===== config.mk =====
export PLATFORM = sky130hd
export DESIGN_NAME = adder_share_scheduler
export DESIGN_NICKNAME = d
export VERILOG_FILES = /design/src/rtl/adder_share_scheduler_pkg.sv /design/src/rtl/adder_share_scheduler_rr_arbiter.sv /design/src/rtl/adder_share_scheduler.sv
export SDC_FILE = /design/constraint.sdc
export NUM_CORES = 1
export LEC_CHECK = 0
export BUFFER_PORTS_ARGS = -buffer_cell sky130_fd_sc_hd__buf_2
export CORE_ASPECT_RATIO = 1.1
export CORE_MARGIN = 10
export CORE_UTILIZATION = 50
export DETAILED_ROUTE_END_ITERATION = 7
export GPL_TIMING_DRIVEN = 0
export HOLD_SLACK_MARGIN = 0.05
export PLACE_DENSITY_LB_ADDON = 0.3
export SLEW_MARGIN = 15
export SYNTH_ARGS = -nofsm -noshare
export SYNTH_HDL_FRONTEND = slang
export SYNTH_SLANG_ARGS = --single-unit

===== constraint.sdc =====
create_clock -name Clk -period 5.01 [get_ports Clk]
set_input_delay 0.501 -clock Clk [delete_from_list [all_inputs] [get_ports Clk]]
set_output_delay 0.501 -clock Clk [all_outputs]
set_load 0.02 [all_outputs]

===== src/rtl/adder_share_scheduler_pkg.sv =====
// -----------------------------------------------------------------------------
// adder_share_scheduler_pkg
//   Shared definitions for the adder share scheduler:
//     - sched_state_e : FSM state codes (IDLE=0, CALC=1, RESP=2)
//     - clog2_min1    : ceil(log2(n)) clamped to at least 1, used for ID_W
// -----------------------------------------------------------------------------
package adder_share_scheduler_pkg;

   typedef enum logic [1:0] {
      ST_IDLE = 2'd0,
      ST_CALC = 2'd1,
      ST_RESP = 2'd2
   } sched_state_e;

   // Width needed to encode n distinct values; a single requester ID still
   // gets one bit so that ID ports never collapse to zero width.
   function automatic int clog2_min1(input int n);
      int r;
      r = 32'sd0;
      while ((32'sd1 << r) < n) begin
         r = r + 32'sd1;
      end
      return (r < 32'sd1) ? 32'sd1 : r;
   endfunction

endpackage


===== src/rtl/adder_share_scheduler_rr_arbiter.sv =====
// -----------------------------------------------------------------------------
// rr_arbiter
//   Round-robin arbiter. The search starts one past the last winner and wraps;
//   the first asserted Valid bit wins.
//   Ports:
//     Clk, Rst_n : clock, asynchronous active-low reset
//     Valid      : request vector
//     Update     : grant was taken this cycle; remember Grant_id as last winner
//     Grant      : one-hot grant (zero when no Valid)
//     Grant_id   : encoded index of Grant
//     Any        : at least one requester is valid
// -----------------------------------------------------------------------------
module rr_arbiter
   import adder_share_scheduler_pkg::*;
#(
   parameter  int NUM_REQ = 4,
   localparam int ID_W    = clog2_min1(NUM_REQ)
) (
   input  logic               Clk,
   input  logic               Rst_n,
   input  logic [NUM_REQ-1:0] Valid,
   input  logic               Update,
   output logic [NUM_REQ-1:0] Grant,
   output logic [ID_W-1:0]    Grant_id,
   output logic               Any
);

   logic [ID_W-1:0] ptr_r;
   logic [ID_W-1:0] cand_s;
   logic            found_s;
   logic            hit_s;

   // Priority search from ptr_r+1 around the ring; first valid candidate wins.
   always_comb begin
      Grant    = '0;
      Grant_id = '0;
      found_s  = 1'b0;
      hit_s    = 1'b0;
      cand_s   = '0;
      for (int k = 1; k <= NUM_REQ; k++) begin
         cand_s        = ID_W'((int'(ptr_r) + k) % NUM_REQ);
         hit_s         = !found_s && Valid[cand_s];
         Grant[cand_s] = Grant[cand_s] | hit_s;
         Grant_id      = hit_s ? cand_s : Grant_id;
         found_s       = found_s | hit_s;
      end
      Any = found_s;
   end

   // Last-winner pointer; resets to NUM_REQ-1 so requester 0 is searched first.
   always_ff @(posedge Clk or negedge Rst_n) begin
      if (!Rst_n) begin
         ptr_r <= ID_W'(NUM_REQ - 1);
      end else if (Update) begin
         ptr_r <= Grant_id;
      end else begin
         ptr_r <= ptr_r;
      end
   end

endmodule


===== src/rtl/adder_share_scheduler.sv =====
// -----------------------------------------------------------------------------
// adder_share_scheduler
//   Shares one registered WIDTH-bit adder among NUM_REQ requesters.
//   Ports:
//     Clk, Rst_n : clock, asynchronous active-low reset
//     Req_valid  : per-requester operand-pair valid
//     Req_A/B    : requester i operands at [i*WIDTH +: WIDTH]
//     Req_ready  : one-hot (or zero) accept, combinational, IDLE only
//     Rsp_valid  : response available (held until Rsp_ready)
//     Rsp_id     : owner of the response
//     Rsp_sum    : {carry, sum} of the owner's operands
//     Rsp_ready  : consumer accepts the response
//     Busy       : FSM is not in IDLE
// -----------------------------------------------------------------------------
module adder_share_scheduler
   import adder_share_scheduler_pkg::*;
#(
   parameter  int NUM_REQ = 4,
   parameter  int WIDTH   = 2,
   localparam int ID_W    = clog2_min1(NUM_REQ)
) (
   input  logic                     Clk,
   input  logic                     Rst_n,
   input  logic [NUM_REQ-1:0]       Req_valid,
   input  logic [NUM_REQ*WIDTH-1:0] Req_A,
   input  logic [NUM_REQ*WIDTH-1:0] Req_B,
   output logic [NUM_REQ-1:0]       Req_ready,
   output logic                     Rsp_valid,
   output logic [ID_W-1:0]          Rsp_id,
   output logic [WIDTH:0]           Rsp_sum,
   input  logic                     Rsp_ready,
   output logic                     Busy
);

   sched_state_e       state_r;
   sched_state_e       state_nxt_s;

   logic [NUM_REQ-1:0] grant_s;
   logic [ID_W-1:0]    grant_id_s;
   logic               any_s;
   logic               req_hs_s;

   logic [WIDTH-1:0]   op_a_r;
   logic [WIDTH-1:0]   op_b_r;
   logic [ID_W-1:0]    op_id_r;

   logic               rsp_valid_r;
   logic [ID_W-1:0]    rsp_id_r;
   logic [WIDTH:0]     rsp_sum_r;

   rr_arbiter #(
      .NUM_REQ (NUM_REQ)
   ) u_arb (
      .Clk      (Clk),
      .Rst_n    (Rst_n),
      .Valid    (Req_valid),
      .Update   (req_hs_s),
      .Grant    (grant_s),
      .Grant_id (grant_id_s),
      .Any      (any_s)
   );

   // Ready only in IDLE and never during reset; any offered request completes.
   always_comb begin
      Req_ready = '0;
      req_hs_s  = 1'b0;
      if (Rst_n && (state_r == ST_IDLE)) begin
         Req_ready = grant_s;
         req_hs_s  = any_s;
      end else begin
         Req_ready = '0;
         req_hs_s  = 1'b0;
      end
   end

   // Next-state logic: IDLE -> CALC on handshake, CALC -> RESP, RESP -> IDLE on accept.
   always_comb begin
      state_nxt_s = state_r;
      case (state_r)
         ST_IDLE: begin
            if (req_hs_s) state_nxt_s = ST_CALC;
            else          state_nxt_s = ST_IDLE;
         end
         ST_CALC: state_nxt_s = ST_RESP;
         ST_RESP: begin
            if (Rsp_ready) state_nxt_s = ST_IDLE;
            else           state_nxt_s = ST_RESP;
         end
         default: state_nxt_s = ST_IDLE;
      endcase
   end

   // FSM state register.
   always_ff @(posedge Clk or negedge Rst_n) begin
      if (!Rst_n) begin
         state_r <= ST_IDLE;
      end else begin
         state_r <= state_nxt_s;
      end
   end

   // Capture the granted requester's operands and ID at the handshake edge.
   always_ff @(posedge Clk or negedge Rst_n) begin
      if (!Rst_n) begin
         op_a_r  <= '0;
         op_b_r  <= '0;
         op_id_r <= '0;
      end else if (req_hs_s) begin
         op_a_r  <= Req_A[int'(grant_id_s) * WIDTH +: WIDTH];
         op_b_r  <= Req_B[int'(grant_id_s) * WIDTH +: WIDTH];
         op_id_r <= grant_id_s;
      end else begin
         op_a_r  <= op_a_r;
         op_b_r  <= op_b_r;
         op_id_r <= op_id_r;
      end
   end

   // Registered add stage and response holding registers.
   always_ff @(posedge Clk or negedge Rst_n) begin
      if (!Rst_n) begin
         rsp_valid_r <= 1'b0;
         rsp_id_r    <= '0;
         rsp_sum_r   <= '0;
      end else if (state_r == ST_CALC) begin
         // Zero-extend both operands so the carry lands in the MSB.
         rsp_sum_r   <= {1'b0, op_a_r} + {1'b0, op_b_r};
         rsp_id_r    <= op_id_r;
         rsp_valid_r <= 1'b1;
      end else if ((state_r == ST_RESP) && Rsp_ready) begin
         rsp_valid_r <= 1'b0;
         rsp_id_r    <= rsp_id_r;
         rsp_sum_r   <= rsp_sum_r;
      end else begin
         rsp_valid_r <= rsp_valid_r;
         rsp_id_r    <= rsp_id_r;
         rsp_sum_r   <= rsp_sum_r;
      end
   end

   assign Rsp_valid = rsp_valid_r;
   assign Rsp_id    = rsp_id_r;
   assign Rsp_sum   = rsp_sum_r;
   assign Busy      = (state_r != ST_IDLE);

endmodule


### Word level (Yosys, flattened, before mapping)

Index checks and enable logic that the tools add are counted.

| operators by class | value |
|---|---|
| $add $sub $neg | 5 |
| magnitude comparators | 8 |
| equal/unequal tests | 2 |
| shift operators | 2 |
| mux-type cells | 38 |
| bitwise logic cells | 8 |
| reductions and logical operators | 15 |

Operator list:

| kind | count |
|---|---|
| 1-bit binary-select mux with 2-bit select | 8 |
| 1-bit 2-to-1 mux | 16 |
| 8-bit by 4-bit variable part select with 2-bit output | 2 |
| 4-bit bitwise mux | 3 |
| 2-bit by 3-bit less-than comparator with 1-bit output (second input constant) | 4 |
| 2-bit 2-to-1 mux | 5 |
| 1-bit logical AND | 9 |
| 1-bit demux with 2-bit select | 4 |
| 2-bit by 1-bit >= comparator with 1-bit output (second input constant) | 4 |
| 1-bit OR | 7 |
| 2-bit case mux with 3 select lines | 1 |
| 2-bit by 1-bit adder with 2-bit output (second input constant) | 2 |
| 2-bit adder (second input constant) | 2 |
| 4-bit AND | 1 |
| 4-bit 2-to-1 mux | 1 |
| 2-bit nonzero test | 2 |
| 2-bit by 2-bit adder with 3-bit output | 1 |
| 1-bit logical NOT | 3 |
| 2-bit by 1-bit == test with 1-bit output (second input constant) | 1 |
| 2-bit == test (second input constant) | 1 |
| 2-bit logical NOT | 1 |

| word-level totals | value |
|---|---|
| flip-flop bits (word level) | 16 |
| bits of input ports | 23 |
| output and inout port bits | 11 |

### Depth between registers and ports, before layout

| logic depth | value |
|---|---|
| depth after elaboration | 19 |
| gate-level depth with buffers | 11 |
| mapped depth without buffers | 8 |

### Hierarchy

From an unflattened synthesis, not the netlist that was laid out.

| unflattened totals | value |
|---|---|
| cell total of the unflattened synthesis | 168 |
| area, all modules | 1,610.3 um2 |

By module, submodules not included:

| module | times used | cells each | area an instance (um2) | seq. area each (um2) |
|---|---|---|---|---|
| rr_arbiter | 1 | 116 | 858.3 | 52.6 |
| adder_share_scheduler | 1 | 52 | 752.0 | 350.3 |

### Worst setup path before layout

Ideal clock, no wire load.

| timing | value |
|---|---|
| path kind | register -> output |
| start | register u_arb.ptr_r[1] |
| end | output Req_ready[0] |
| data arrival time | 3.317 ns |
| required time | 4.509 ns |
| setup slack | 1.192 ns |
| stages on the path, launching flop included | 11 |
| buffers on the path | 2 |
| cells stage by stage | dfstp_2 > clkbuf_1 > inv_1 > ha_1 > buf_6 > mux4_2 > mux2_4 > a221o_1 > mux4_2 > o21ai_2 > a221oi_1 |

| between the ends | value |
|---|---|
| longest elaborated chain between the ends | 19 |
| elaborated cells on any way between the ends | 57 |
| those cells by class | 4 x add/sub; 8 x order compare; 28 x mux; 7 x bitwise; 10 x reduce/logical |

Ends and longest elaborated chain:

| item | RTL line | RTL |
|---|---|---|
| start: declaration | adder_share_scheduler_rr_arbiter.sv:28 | `logic [ID_W-1:0] ptr_r;` |
| start signal: assignment | adder_share_scheduler_rr_arbiter.sv:53 | `ptr_r <= ID_W'(NUM_REQ - 1);` |
| start signal: assignment | adder_share_scheduler_rr_arbiter.sv:55 | `ptr_r <= Grant_id;` |
| start signal: assignment | adder_share_scheduler_rr_arbiter.sv:57 | `ptr_r <= ptr_r;` |
| 2-bit by 1-bit adder with 2-bit output | adder_share_scheduler_rr_arbiter.sv:41 | `cand_s = ID_W'((int'(ptr_r) + k) % NUM_REQ);` |
| 2-bit by 3-bit less-than comparator with 1-bit output (not written as such) or 2-bit by 1-bit >= comparator with 1-bit output (tied branches) | adder_share_scheduler_rr_arbiter.sv:43 | `Grant[cand_s] = Grant[cand_s] \| hit_s;` |
| 1-bit logical AND (not written as such) | adder_share_scheduler_rr_arbiter.sv:43 |  |
| 1-bit 2-to-1 mux (not written as such) | adder_share_scheduler_rr_arbiter.sv:43 |  |
| 1-bit demux with 2-bit select | - |  |
| 4-bit AND (no source line) | - |  |
| 1-bit binary-select mux with 2-bit select | adder_share_scheduler_rr_arbiter.sv:43 |  |
| 1-bit 2-to-1 mux (not written as such) | adder_share_scheduler_rr_arbiter.sv:43 |  |
| [3 not listed] | - |  |
| 1-bit 2-to-1 mux (not written as such) | adder_share_scheduler_rr_arbiter.sv:43 |  |
| 1-bit OR | adder_share_scheduler_rr_arbiter.sv:43 |  |
| 4-bit bitwise mux | adder_share_scheduler_rr_arbiter.sv:43 |  |
| 1-bit binary-select mux with 2-bit select | adder_share_scheduler_rr_arbiter.sv:43 |  |
| 1-bit 2-to-1 mux (not written as such) | adder_share_scheduler_rr_arbiter.sv:43 |  |
| 1-bit OR | adder_share_scheduler_rr_arbiter.sv:43 |  |
| 4-bit bitwise mux * | adder_share_scheduler_rr_arbiter.sv:43 |  |
| 4-bit 2-to-1 mux * | adder_share_scheduler.sv:67 | `if (Rst_n && (state_r == ST_IDLE)) begin` |
| end: declaration | adder_share_scheduler.sv:27 | `output logic [NUM_REQ-1:0] Req_ready,` |

Mark *: on every way between the ends. The rest lies on a longest branch, timed or not. The select of a mux whose other input is x is not followed.

### Worst setup path after layout

| timing | value |
|---|---|
| start | register u_arb.ptr_r[1] |
| end | output Req_ready[2] |

Same word-level chain as after synthesis.

==> impl_metrics.prom <==
# TYPE chip_impl_metric gauge
chip_impl_metric{name="p_leak",unit="nW"} 0.778
chip_impl_metric{name="rows",unit=""} 20
chip_impl_metric{name="core_region",unit="um2"} 2830
chip_impl_info{name="startpoint",value="u_arb.ptr_r[1]$_DFFE_PN1P_"} 1
chip_impl_metric{name="start_util",unit=""} 0.533
chip_impl_metric{name="yosysSeqAreaShare",unit=""} 0.267
chip_impl_metric{name="drt_pass1_iterations",unit=""} 4
chip_impl_metric{name="clock_power_share",unit=""} 0.059
chip_impl_metric{name="routed_wirelength",unit="um"} 3760
chip_impl_metric{name="drtAntennaViolNets",unit=""} 0
chip_impl_info{name="tritoncts_clock_tree",value="done"} 1
chip_impl_metric{name="worst-slew-pin-transition",unit="ns"} 0.661
chip_impl_metric{name="cts-resized-gates",unit=""} 0
chip_impl_metric{name="viasPerCell",unit=""} 6.42
chip_impl_metric{name="grt_first_pass_wirelength",unit="um"} 6640
chip_impl_metric{name="synth_async_sr_flop_share",unit=""} 1.00
chip_impl_metric{name="power-per-cell-area",unit="nW/um2"} 810
chip_impl_metric{name="drive_gt1_frac",unit=""} 0.412
chip_impl_metric{name="synthesis.nets",unit=""} 170
chip_impl_metric{name="worst_skew_pair.late_latency",unit="ns"} 0.28
chip_impl_metric{name="nNetsFinal",unit=""} 207
chip_impl_metric{name="pin_count_of_the_biggest_net_entering_global_routing",unit=""} 18
chip_impl_metric{name="htree_num_levels",unit=""} 1
chip_impl_metric{name="detailed_place_hpwl",unit="um"} 2970
chip_impl_metric{name="report.final.hold_viol_count",unit=""} 0
chip_impl_metric{name="synth.ff_latch_count",unit=""} 16
chip_impl_info{name="synth_ff_type",value="sky130_fd_sc_hd__dfrtp_1"} 1
chip_impl_metric{name="initial_antenna_violation_count",unit=""} 0
chip_impl_metric{name="postCtsSetupRepairBufs",unit=""} 0
chip_impl_metric{name="final.min_clock_period",unit="ns"} 4.58
chip_impl_metric{name="sw_pwr",unit="uW"} 678
chip_impl_metric{name="sw_frac_of_total",unit=""} 0.479
chip_impl_metric{name="die_width",unit="um"} 72.4
chip_impl_metric{name="grt_pass1_vias",unit=""} 1451
chip_impl_metric{name="comb_power_share",unit=""} 0.768
chip_impl_metric{name="vdd_ir_drop_max",unit="mV"} 0.406
chip_impl_metric{name="tritoncts_num_sinks",unit=""} 16
chip_impl_metric{name="worstPathArrival",unit="ns"} 4.08
chip_impl_metric{name="cts_hold_buffers",unit=""} 0
chip_impl_metric{name="total_die_area",unit="um2"} 5610
chip_impl_metric{name="maxCapViolations",unit=""} 0
chip_impl_info{name="hold_path_class",value="input port to async pin"} 1
chip_impl_metric{name="maxSlewViolCount",unit=""} 0
chip_impl_info{name="crit_start_category",value="flop"} 1
chip_impl_info{name="reg2reg_from",value="u_arb.ptr_r[1]$_DFFE_PN1P_"} 1
chip_impl_metric{name="tns",unit="ns"} 0
chip_impl_metric{name="area_growth_syn_to_fin",unit="%"} 15.8
chip_impl_info{name="setup.worst_path.end_class",value="output pin"} 1
chip_impl_metric{name="grt_use_total",unit=""} 0.138
chip_impl_metric{name="routed_vias",unit=""} 1349
chip_impl_metric{name="cellInternalPower",unit="uW"} 736
chip_impl_metric{name="clock.fmax",unit="MHz"} 218
chip_impl_metric{name="synth-warning-count",unit=""} 0
chip_impl_metric{name="post_synth_num_cell_types",unit=""} 52
chip_impl_metric{name="final.setup_skew",unit="ns"} 0.00577
chip_impl_metric{name="die_y",unit="um"} 77.6
chip_impl_metric{name="timing.final.crit_share",unit=""} 0.914
chip_impl_metric{name="syn_avg_cell_area",unit="um2"} 10.7
chip_impl_metric{name="number_of_enable_flip_flop_cells_after_synthesis",unit=""} 0
chip_impl_metric{name="port-buffer-count",unit=""} 32
chip_impl_metric{name="drt_first_iter_violations",unit=""} 152
chip_impl_metric{name="tritoncts.num_buffers",unit=""} 3
chip_impl_metric{name="antennaDiodeCount",unit=""} 0
chip_impl_metric{name="syn_area",unit="um2"} 1510
chip_impl_metric{name="netlist_instances",unit=""} 141
chip_impl_metric{name="clkTransAtPathRegs",unit="ns"} 0.10
chip_impl_metric{name="worstPathMaxFanout",unit=""} 8
chip_impl_info{name="outcome",value="finished clean"} 1
chip_impl_metric{name="ioPinCount",unit=""} 34
chip_impl_metric{name="gpl.final_weighted_congestion",unit=""} 0.953
chip_impl_metric{name="wl_per_cell",unit="um"} 17.9
chip_impl_metric{name="clk_path_buf_depth",unit=""} 2
chip_impl_metric{name="remaining_drc_errors",unit=""} 0
chip_impl_metric{name="hold-worst-slack",unit="ns"} 0.116
chip_impl_metric{name="grt.overflow.total",unit=""} 0
chip_impl_metric{name="worst_ep_required_time",unit="ns"} 4.51
chip_impl_metric{name="power.share.sequential",unit=""} 0.172
chip_impl_info{name="unrepaired_setup_endpoints_after_global_routing",value="false"} 1
chip_impl_metric{name="max-slew-margin-rel",unit=""} 0.557
chip_impl_info{name="cts_root_buf",value="sky130_fd_sc_hd__clkbuf_4"} 1
chip_impl_metric{name="nFillCells",unit=""} 240
chip_impl_metric{name="final-setup-viol-count",unit=""} 0
chip_impl_info{name="worst-setup-path-type",value="flop to output pin"} 1
layout by cell type (no fill, tap or decap), drive strengths merged, types with 3 or more instances in the layout:
master  count
dfrtp      14
a211o       3
mux4       10
nor2b       5
inv         9
ha          5
o21ai       4
o31ai       6
nand2       6
nand3       4
clkbuf      8
mux2       12
and3        3
nor2        5
a21oi       8
nor3        5
buf        37
a221oi      5
synthesized netlist by cell type (2+ instances only):
cell	n	area share
sky130_fd_sc_hd__o21ai_0	2	0.0066
sky130_fd_sc_hd__nand2_1	6	0.015
sky130_fd_sc_hd__buf_2	2	0.0066
sky130_fd_sc_hd__mux4_2	7	0.10
sky130_fd_sc_hd__nand3_1	4	0.013
sky130_fd_sc_hd__ha_1	5	0.041
sky130_fd_sc_hd__o31ai_1	5	0.025
sky130_fd_sc_hd__nor2_1	5	0.012
sky130_fd_sc_hd__a41oi_1	2	0.012
sky130_fd_sc_hd__mux2_2	10	0.075
sky130_fd_sc_hd__a221oi_1	5	0.029
sky130_fd_sc_hd__a22oi_1	2	0.010
sky130_fd_sc_hd__inv_1	8	0.020
sky130_fd_sc_hd__and3_2	3	0.015
sky130_fd_sc_hd__nor2b_1	5	0.021
sky130_fd_sc_hd__nor3_1	5	0.017
sky130_fd_sc_hd__a211o_1	3	0.017
sky130_fd_sc_hd__buf_6	2	0.015
sky130_fd_sc_hd__mux4_1	3	0.052
sky130_fd_sc_hd__dfrtp_1	14	0.23
sky130_fd_sc_hd__a21oi_1	8	0.027
sky130_fd_sc_hd__clkbuf_1	4	0.010
sky130_fd_sc_hd__dfstp_2	2	0.035
layer usage:
metal	GRT usage	wire length, um
met1	0.167	1600
met2	0.239	1900
met4	0.0271	27
met3	0.0318	230
met5	0	0
state kept, by name (all words and copies together), names as in the netlist:
name,count
Rsp_sum,3
Rsp_id,2
op_a_r,2
op_b_r,2
op_id_r,2
state_r,2
u_arb.ptr_r,2
Rsp_valid,1
logic make-up (layout without fill, tap and decap cells):
logic type,count (synthesis),after routing,synth area share
compound gates,42,42,0.232
fa+ha+maj,6,6,0.0548
flops,16,16,0.267
simple gates,35,35,0.132
buf+inv,19,55,0.0589
mux,23,23,0.256
per-stage QoR:
| step | setup WS (ns) | utilization | cells | cell area (um2) | power [mW] |
|---|---|---|---|---|---|
| 5_1_grt | 0.207 | 0.617 | 210 | 1750 | 1.54 |
| 4_1_cts | 0.463 | 0.617 | 210 | 1750 | 1.41 |
| 6_report | 0.432 | 0.617 | 210 | 1750 | 1.41 |
| 3_5_place_dp | 0.779 | 0.604 | 206 | 1710 | 1.33 |
| 3_3_place_gp | 0.835 | 0.604 | 206 | 1710 | 1.28 |
| 2_1_floorplan | 1.19 | - | 141 | 1510 | 1.09 |
final timing paths:
| check | to | depth (start not counted) | slack [ns] |
|---|---|---|---|
| worst max register to register | op_b_r[1]$_DFFE_PN0P_ | 9 | 0.94 |
| worst min-delay path | op_b_r[0]$_DFFE_PN0P_ | 1 | 0.12 |
| worst min register to register | op_id_r[0]$_DFFE_PN0P_ | 1 | 0.50 |
| max in group asynchronous | u_arb.ptr_r[1]$_DFFE_PN1P_ | 1 | 4.59 |
| worst max-delay path | Req_ready[2] | 11 | 0.43 |
| min in group Clk | op_id_r[0]$_DFFE_PN0P_ | 1 | 0.50 |
critical path: stages (launching register included):
cell                       delay, ns
sky130_fd_sc_hd__dfstp_2        0.56
sky130_fd_sc_hd__clkbuf_1       0.37
sky130_fd_sc_hd__inv_1          0.25
sky130_fd_sc_hd__ha_1           0.35
sky130_fd_sc_hd__buf_6          0.13
sky130_fd_sc_hd__mux4_2         0.56
sky130_fd_sc_hd__mux2_4         0.37
sky130_fd_sc_hd__a221o_1        0.34
sky130_fd_sc_hd__mux4_2         0.49
sky130_fd_sc_hd__o21ai_2        0.11
sky130_fd_sc_hd__a221oi_1       0.11
sky130_fd_sc_hd__buf_2          0.18
power groups by stage:
stage	clock network [mW]	logic (mW)	registers (mW)
floorplan	0	0.823	0.268
CTS	0.0850	1.08	0.245
finish	0.0839	1.09	0.244
global route	0.0929	1.19	0.255
global placement	0	1.04	0.241
detailed placement	0	1.08	0.247
layout make-up:
cell class	instances	area, um2	share of cell area
buffer	9	51.3	0.0294
clock buffer	4	36.3	0.0208
inverter	10	37.5	0.0215
multi-input combinational	106	1020	0.582
sequential	16	403	0.231
tap	33	41.3	0.0237
timing repair buffer	32	160	0.0918
No activity file was read; power rests on OpenSTA's default activity.
